--- config.mk ---
export PLATFORM = sky130hd
export DESIGN_NAME = r4otf_conv_flat
export DESIGN_NICKNAME = d
export VERILOG_FILES = /design/src/rtl/r4_pkg.sv /design/src/rtl/r4otf_conv_if.sv /design/src/rtl/r4otf_step.sv /design/src/rtl/r4otf_conv.sv /design/src/flat_wrapper.sv
export SDC_FILE = /design/constraint.sdc
export NUM_CORES = 1
export LEC_CHECK = 0
export ABC_AREA = 1
export ABC_CLOCK_PERIOD_IN_PS = 1600
export BUFFER_PORTS_ARGS = -buffer_cell sky130_fd_sc_hd__buf_2
export CAP_MARGIN = 20
export CORE_ASPECT_RATIO = 2
export CORE_MARGIN = 2
export CORE_UTILIZATION = 35
export DETAILED_ROUTE_END_ITERATION = 7
export GPL_ROUTABILITY_DRIVEN = 0
export GPL_TIMING_DRIVEN = 0
export PLACE_DENSITY_LB_ADDON = 0.15
export SYNTH_ARGS = -nofsm -noshare
export SYNTH_HDL_FRONTEND = slang
export SYNTH_HIERARCHICAL = 1
export SYNTH_SLANG_ARGS = --single-unit
--- constraint.sdc ---
create_clock -name clk -period 1.6 [get_ports clk]
set_clock_uncertainty 0.05 [all_clocks]
set_input_delay 0.16 -clock clk [delete_from_list [all_inputs] [get_ports clk]]
set_output_delay 0.16 -clock clk [all_outputs]
set_load 0.01 [all_outputs]
--- src/rtl/r4_pkg.sv ---
// Shared radix-4 signed-digit types, digit limits and converter FSM states.
package r4_pkg;

    localparam int unsigned DIGIT_W = 3;

    typedef logic signed [DIGIT_W-1:0] digit_t;

    localparam int DIGIT_MIN = -3;
    localparam int DIGIT_MAX = 3;

    // The one 3-bit code outside the legal digit set.
    localparam digit_t DIGIT_ILLEGAL = digit_t'(-4);

    typedef enum logic [1:0] {
        IDLE = 2'd0,
        CONV = 2'd1,
        DONE = 2'd2
    } state_e;

    function automatic digit_t sat_digit(input digit_t d);
        return (d < digit_t'(DIGIT_MIN)) ? digit_t'(DIGIT_MIN) : d;
    endfunction

    function automatic logic is_illegal(input digit_t d);
        return d == DIGIT_ILLEGAL;
    endfunction

endpackage

--- src/rtl/r4otf_conv_if.sv ---
// Digit-stream / result bus between a radix-4 digit producer and the converter.
interface r4otf_conv_if
    import r4_pkg::*;
#(
    parameter int unsigned N = 8,
    parameter int unsigned W = 2*N+1
) ();

    logic         start;
    logic         valid_in;
    digit_t       d_in;
    logic         busy;
    logic         done;
    logic [W-1:0] q;
    logic         err;

    modport master (
        output start, valid_in, d_in,
        input  busy, done, q, err
    );

    modport slave (
        input  start, valid_in, d_in,
        output busy, done, q, err
    );

endinterface

--- src/rtl/r4otf_step.sv ---
// One on-the-fly conversion step: shift-append a digit into Q and QM.
module r4otf_step
    import r4_pkg::*;
#(
    parameter int unsigned W = 17
) (
    input  logic [W-1:0] q_i,
    input  logic [W-1:0] qm_i,
    input  digit_t       d_i,
    output logic [W-1:0] q_o,
    output logic [W-1:0] qm_o
);

    logic [1:0] q_tail;
    logic [1:0] qm_tail;

    // Negative digits borrow from QM so no carry ever propagates.
    always_comb begin
        q_tail  = 2'(int'(d_i));
        qm_tail = 2'(int'(d_i) + 3);
        q_o     = W'({q_i, q_tail});
        qm_o    = W'({qm_i, qm_tail});
        if (d_i < 0) begin
            q_tail = 2'(int'(d_i) + 4);
            q_o    = W'({qm_i, q_tail});
        end
        if (d_i > 0) begin
            qm_tail = 2'(int'(d_i) - 1);
            qm_o    = W'({q_i, qm_tail});
        end
    end

endmodule

--- src/rtl/r4otf_conv.sv ---
// Radix-4 signed-digit to two's-complement converter, MSD first, on-the-fly.
module r4otf_conv
    import r4_pkg::*;
#(
    parameter int unsigned N = 8,
    parameter int unsigned W = 2*N+1
) (
    input  logic         clk,
    input  logic         reset,
    r4otf_conv_if.slave  bus
);

    localparam int unsigned CNT_W = $clog2(N+1);

    state_e           state_q, state_d;
    logic [W-1:0]     q_q, q_d, qm_q, qm_d;
    logic [W-1:0]     q_step, qm_step;
    logic [CNT_W-1:0] cnt_q, cnt_d;
    logic             err_q, err_d;
    logic             busy_q, busy_d;
    logic             done_q, done_d;
    logic             accept_c;
    logic             last_c;
    digit_t           dig_c;

    assign accept_c = (state_q == CONV) && bus.valid_in && !bus.start;
    assign last_c   = accept_c && (cnt_q == CNT_W'(N-1));
    assign dig_c    = sat_digit(bus.d_in);

    r4otf_step #(.W(W)) u_step (
        .q_i  (q_q),
        .qm_i (qm_q),
        .d_i  (dig_c),
        .q_o  (q_step),
        .qm_o (qm_step)
    );

    always_ff @(posedge clk or posedge reset) begin
        if (reset) state_q <= IDLE;
        else       state_q <= state_d;
    end

    always_comb begin
        state_d = state_q;
        unique case (state_q)
            IDLE:    if (bus.start) state_d = CONV;
            CONV:    if (bus.start) state_d = CONV;
                     else if (last_c) state_d = DONE;
            DONE:    state_d = bus.start ? CONV : IDLE;
            default: state_d = IDLE;
        endcase
    end

    // Datapath and status next values; start always wins over a digit.
    always_comb begin
        q_d    = q_q;
        qm_d   = qm_q;
        cnt_d  = cnt_q;
        err_d  = err_q;
        busy_d = (state_d == CONV);
        done_d = (state_d == DONE);
        if (bus.start) begin
            q_d   = '0;
            qm_d  = '1;
            cnt_d = '0;
            err_d = 1'b0;
        end else if (accept_c) begin
            q_d   = q_step;
            qm_d  = qm_step;
            cnt_d = cnt_q + CNT_W'(1);
            if (is_illegal(bus.d_in)) err_d = 1'b1;
        end
    end

    always_ff @(posedge clk or posedge reset) begin
        if (reset) begin
            q_q    <= '0;
            qm_q   <= '1;
            cnt_q  <= '0;
            err_q  <= 1'b0;
            busy_q <= 1'b0;
            done_q <= 1'b0;
        end else begin
            q_q    <= q_d;
            qm_q   <= qm_d;
            cnt_q  <= cnt_d;
            err_q  <= err_d;
            busy_q <= busy_d;
            done_q <= done_d;
        end
    end

    assign bus.q    = q_q;
    assign bus.busy = busy_q;
    assign bus.done = done_q;
    assign bus.err  = err_q;

endmodule

--- src/flat_wrapper.sv ---
// flat-port wrapper written by rule: the top's interface ports become plain ports
module r4otf_conv_flat import r4_pkg::*;
#(
    parameter int unsigned N = 8,
    parameter int unsigned W = 2*N+1
)
  (clk, reset, bus_start, bus_valid_in, bus_d_in, bus_busy, bus_done, bus_q, bus_err);
  r4otf_conv_if #(.N(N), .W(W)) bus_i ();
  input  logic clk;
  input  logic reset;
  input wire logic [$bits(bus_i.start)-1:0] bus_start;
  input wire logic [$bits(bus_i.valid_in)-1:0] bus_valid_in;
  input wire logic [$bits(bus_i.d_in)-1:0] bus_d_in;
  output wire logic [$bits(bus_i.busy)-1:0] bus_busy;
  output wire logic [$bits(bus_i.done)-1:0] bus_done;
  output wire logic [$bits(bus_i.q)-1:0] bus_q;
  output wire logic [$bits(bus_i.err)-1:0] bus_err;
  assign bus_i.start = bus_start;
  assign bus_i.valid_in = bus_valid_in;
  assign bus_i.d_in = bus_d_in;
  assign bus_busy = bus_i.busy;
  assign bus_done = bus_i.done;
  assign bus_q = bus_i.q;
  assign bus_err = bus_i.err;
  r4otf_conv #(.N(N), .W(W)) u_core (.clk(clk), .reset(reset), .bus(bus_i));
endmodule
# Word-level counts from Yosys, hierarchy flattened
# Cells that the tools add are included.
# totals
output_inout_bits	20
regBits	41
word_cells	45
input_bits	7
# classes
n_eq_ne	6
add_sub_neg	4
n_lt_le_gt_ge	3
mux	17
reduce_logical	8
# ops
cell	count
$mux W17	3
$mux W15	3
$mux W4	2
$mux W2	3
$pmux W2 S3	1
$add A2 B1 Y2 const B	2
$add A4 B1 Y4 const B	1
$eq A2 B1 Y1 const B	2
$eq A2 B2 Y1 const B	2
$eq A4 B3 Y1 const B	1
$mux W1	4
$reduce_bool A2 Y1	2
$eq A3 B3 Y1 const B	1
$gt A3 B1 Y1 const B	1
$logic_and A1 B1 Y1	3
$lt A3 B1 Y1 const B	1
$lt A3 B3 Y1 const B	1
$mux W3	1
$logic_not A2 Y1	1
$reduce_and A2 Y1	1
$sub A2 B2 Y2 const B	1
$logic_not A1 Y1	1

# Logic depth before layout (Yosys ltp)
# depth
ltp_word	8
depth_mapped	11
depth_no_buf	10

# Cells and area by module
# The synthesis kept the hierarchy.
# modules_own_cells
mod	cells_per_inst	area_each_um2	n_inst	seq_area_each_um2
r4otf_conv	197	1774.2	1	1097.3
r4otf_step	104	473.0	1	0.0

# Worst setup path after synthesis
# OpenSTA, ideal clock, no wires.
# synth_timing
path_kind	input -> register
from	in bus_d_in[1]
to	reg u_core.qm_q[11]
setup_time_ps	67
required_time_ps	1483
stages	10
setup_slack_ps	-120
path_buffers	1
t_arrival_ps	1603
path_cell_list	o21ai_0 -> ha_1 -> or2_2 -> inv_1 -> ha_1 -> buf_2 -> o21ai_0 -> nand2_1 -> nor2_1 -> nor2_1
# synth_between
elab_chain_len	6
# synth_rtl
element	line_no	text
start, declared	flat_wrapper.sv:13	input wire logic [$bits(bus_i.d_in)-1:0] bus_d_in;
$lt A3 B3 Y1	r4_pkg.sv:21	return (d < digit_t'(DIGIT_MIN)) ? digit_t'(DIGIT_MIN) : d;
$mux W3	r4_pkg.sv:21	
via u_core.dig_c[0]	r4otf_conv.sv:24	digit_t dig_c;
$gt A3 B1 Y1	r4otf_step.sv:27	if (d_i > 0) begin
$mux W15	r4otf_step.sv:27	
via u_core.qm_step[11]	r4otf_conv.sv:17	logic [W-1:0] q_step, qm_step;
$mux W15	r4otf_conv.sv:67	end else if (accept_c) begin
$mux W15	r4otf_conv.sv:62	if (bus.start) begin
end signal, assigned	r4otf_conv.sv:85	qm_q <= qm_d;
end, declared	r4otf_conv.sv:16	logic [W-1:0] q_q, q_d, qm_q, qm_d;
# The timed path passes the listed nets, and every way through them passes these cells. The select of a mux whose other input is x is not followed.
# A chain may end at the register's enable or synchronous reset.

# Worst setup path after layout
# layout_timing
from	in bus_d_in[1]
to	reg u_core.qm_q[2]
# The elaborated chain is that of the path after synthesis.

==> impl_results.rst <==
.. list-table::
   :header-rows: 1

   * - Metric
     - Value
   * - Synth Area per Inst
     - 7.48 um^2
   * - Combinational Power Share
     - 0.171
   * - Startpoint-to-endpoint class of the critical path
     - primary input to flop
   * - Cell depth of the worst hold path
     - 3
   * - Initial drt markers
     - 67
   * - Clock latency reported for the late side of the worst-skew pair
     - 280 ps
   * - Leakage power of the design
     - 1.33 nW
   * - Root buf cell
     - clkbuf_16
   * - H-tree level count
     - 2
   * - Final wirelength
     - 5.46 mm
   * - Total area of multi-input combinational cells
     - 898 um^2
   * - Floorplan die width
     - 59.4 um
   * - Met1 GRT Util
     - 0.199
   * - VDD IR-drop max
     - 648 uV
   * - Combined flip-flop and latch cell area
     - 0.00104 mm^2
   * - Unrepaired setup endpoints after global routing
     - no
   * - Cell-internal power
     - 1.94 mW
   * - Relative contribution of sequential cells to total power
     - 0.451
   * - First-pass GRT wire length
     - 9.30 mm
   * - Final Non-Filler Cells
     - 387
   * - Filler cell count in the final layout
     - 650
   * - Global routing usage on met2
     - 0.339
   * - Port Buf Inserts
     - 26
   * - NetSw
     - 0.754 mW
   * - PD cells
     - 1050 mW/mm^2
   * - Final slew viol count
     - 0
   * - Data required time of the critical path
     - 1770 ps
   * - Number of sinks on the clock net
     - 41
   * - Die Area
     - 0.00681 mm^2
   * - Height of the die
     - 115 um
   * - Post-synthesis instance total
     - 287
   * - Core area
     - 0.00596 mm^2
   * - GR Layer Usage met3
     - 0.0292
   * - Ports placed on the boundary
     - 27
   * - Net Count, Synth
     - 297
   * - Count of nets after finishing
     - 333
   * - TritonCTS clock tree
     - built
   * - Clk pwr share
     - 0.378
   * - Count of max-cap constraint violations
     - 0
   * - Synthesis warning total
     - 6
   * - Mapped Area
     - 0.00215 mm^2
   * - Number of inserted diodes
     - 0
   * - Synthesis-to-layout area growth
     - 19.3%
   * - Commonest cells after routing, fill and taps aside
     - 86 x nand2_1, 50 x nor2_1, 30 x buf_2
   * - Number of cell rows
     - 40
   * - Length in cells of the worst reg-to-reg path
     - 4
   * - Via-per-instance ratio
     - 4.89
   * - Worst relative slew slack
     - 0.605
   * - Outcome
     - finished, final reports clean
   * - Drt pass-1 iters
     - 4
   * - Number of DRC violations after detailed routing
     - 0
   * - Number of nets with antenna violations after routing
     - 0
   * - Max Clk Rate
     - 684 MHz
   * - Critical Path End Type
     - flop
   * - Number of failing hold endpoints at the final stage
     - 0
   * - Initial antenna violation count
     - 0
   * - DR WL/cell
     - 14.1 um
   * - Tcrit/Tclk final
     - 0.914
   * - Post-Place Cells
     - 377
   * - Total Power
     - 2.70 mW
   * - Leading cell type in the layout, fill and taps excluded
     - nand2_1
   * - Kind of start point of the critical path
     - primary input
   * - Pin count of the biggest net entering global routing
     - 42
   * - Path class of the lowest-slack min-delay path
     - primary input to flop
   * - Residual overflow from global routing
     - 0
   * - Worst Tran Pin Value
     - 593 ps
   * - Initial core utilization
     - 0.361
   * - Top Usage Layer GRT
     - met2
   * - Number of global-route vias before repair
     - 1951
   * - Maximum buffer depth of the clock tree
     - 2
   * - Final critical path time including I/O delays and setup
     - 1460 ps
   * - Detailed-placement wirelength estimate
     - 3.87 mm
   * - Worst Path Arrival
     - 1630 ps
   * - Total number of vias
     - 1891
   * - Switching share of total power
     - 0.280
   * - Fraction of final layout cells sized beyond drive strength 1
     - 0.231
   * - Worst Path Max Fanout
     - 10
   * - Global routing usage summed across all routing layers
     - 0.183
   * - Count of endpoints failing setup in the final report
     - 0
   * - Clk pin slew, worst setup/hold paths
     - 60 ps
   * - Clock buffers created by TritonCTS
     - 5
## per-stage QoR
step	area (um^2)	utilization	worst slack [ps]	setup TNS (ps)	hold WS (ps)
global route	2560	0.430	4.31	0	109
CTS	2550	0.428	67.4	0	70.8
finish	2560	0.430	137	0	77.7
detailed placement	2390	0.401	-229	-2380	160
floorplan	2160	-	14.4	0	248
global placement	2370	0.398	-244	-7500	361
## power groups by stage
stage               Clock (mW)  Sequential [mW]  Combinational [mW]
detailed placement           0             1.24               0.461
global route              1.09             1.23               0.532
global placement             0             1.24               0.449
CTS                       1.05             1.22               0.464
floorplan                    0             1.24               0.289
finish                    1.02             1.22               0.461
## area by class of cell
| class | count | area share |
|---|---|---|
| timing repair buffer | 29 | 0.0655 |
| inverter | 28 | 0.0410 |
| sequential | 41 | 0.408 |
| tap | 63 | 0.0308 |
| buffer | 17 | 0.0469 |
| clock buffer | 8 | 0.0572 |
| multi-input combinational | 201 | 0.351 |
## critical path: stages
cell,delay [ps]
buf_2,110
o21ai_1,120
ha_1,240
or2_2,300
inv_2,80
ha_4,160
nor2_4,50
buf_6,140
nand2_1,60
nand2_1,50
nor2_1,110
nor2_1,50
## final timing paths
kind / startpoint / slack (ps) / end
hold reg to reg: u_core/bus.err / 420 / u_core/bus.err
setup / recovery: bus_d_in[1] / 140 / u_core/qm_q[2]
setup reg to reg: u_core/state_q[0] / 190 / u_core/bus.q[16]
max in group asynchronous: reset / 830 / u_core/qm_q[6]
min in group asynchronous: reset / 390 / u_core/bus.q[16]
hold / removal: bus_d_in[2] / 80 / u_core/bus.err
## metal layers
layer  vias up  part of all wire
met1       910              0.39
met5         -                 0
li1        949                 -
met3         7             0.030
met4         0             0.016
met2        25              0.56
## flip-flops by register name (all words and copies together) (netlist names)
register         count
u_core/bus.busy      1
u_core/bus.done      1
u_core/bus.err       1
u_core/bus.q        17
u_core/cnt_q         4
u_core/qm_q         15
u_core/state_q       2
## timing repair
item / in CTS / in global routing
hold endpoints to repair: 26 / 0
endpoints found under the setup margin: 0 / 10
gates resized for setup: 0 / 3
hold buffers: 1 / 0
buffers inserted: 0 / 1
Note: power is estimated with default switching activity, not from simulation.
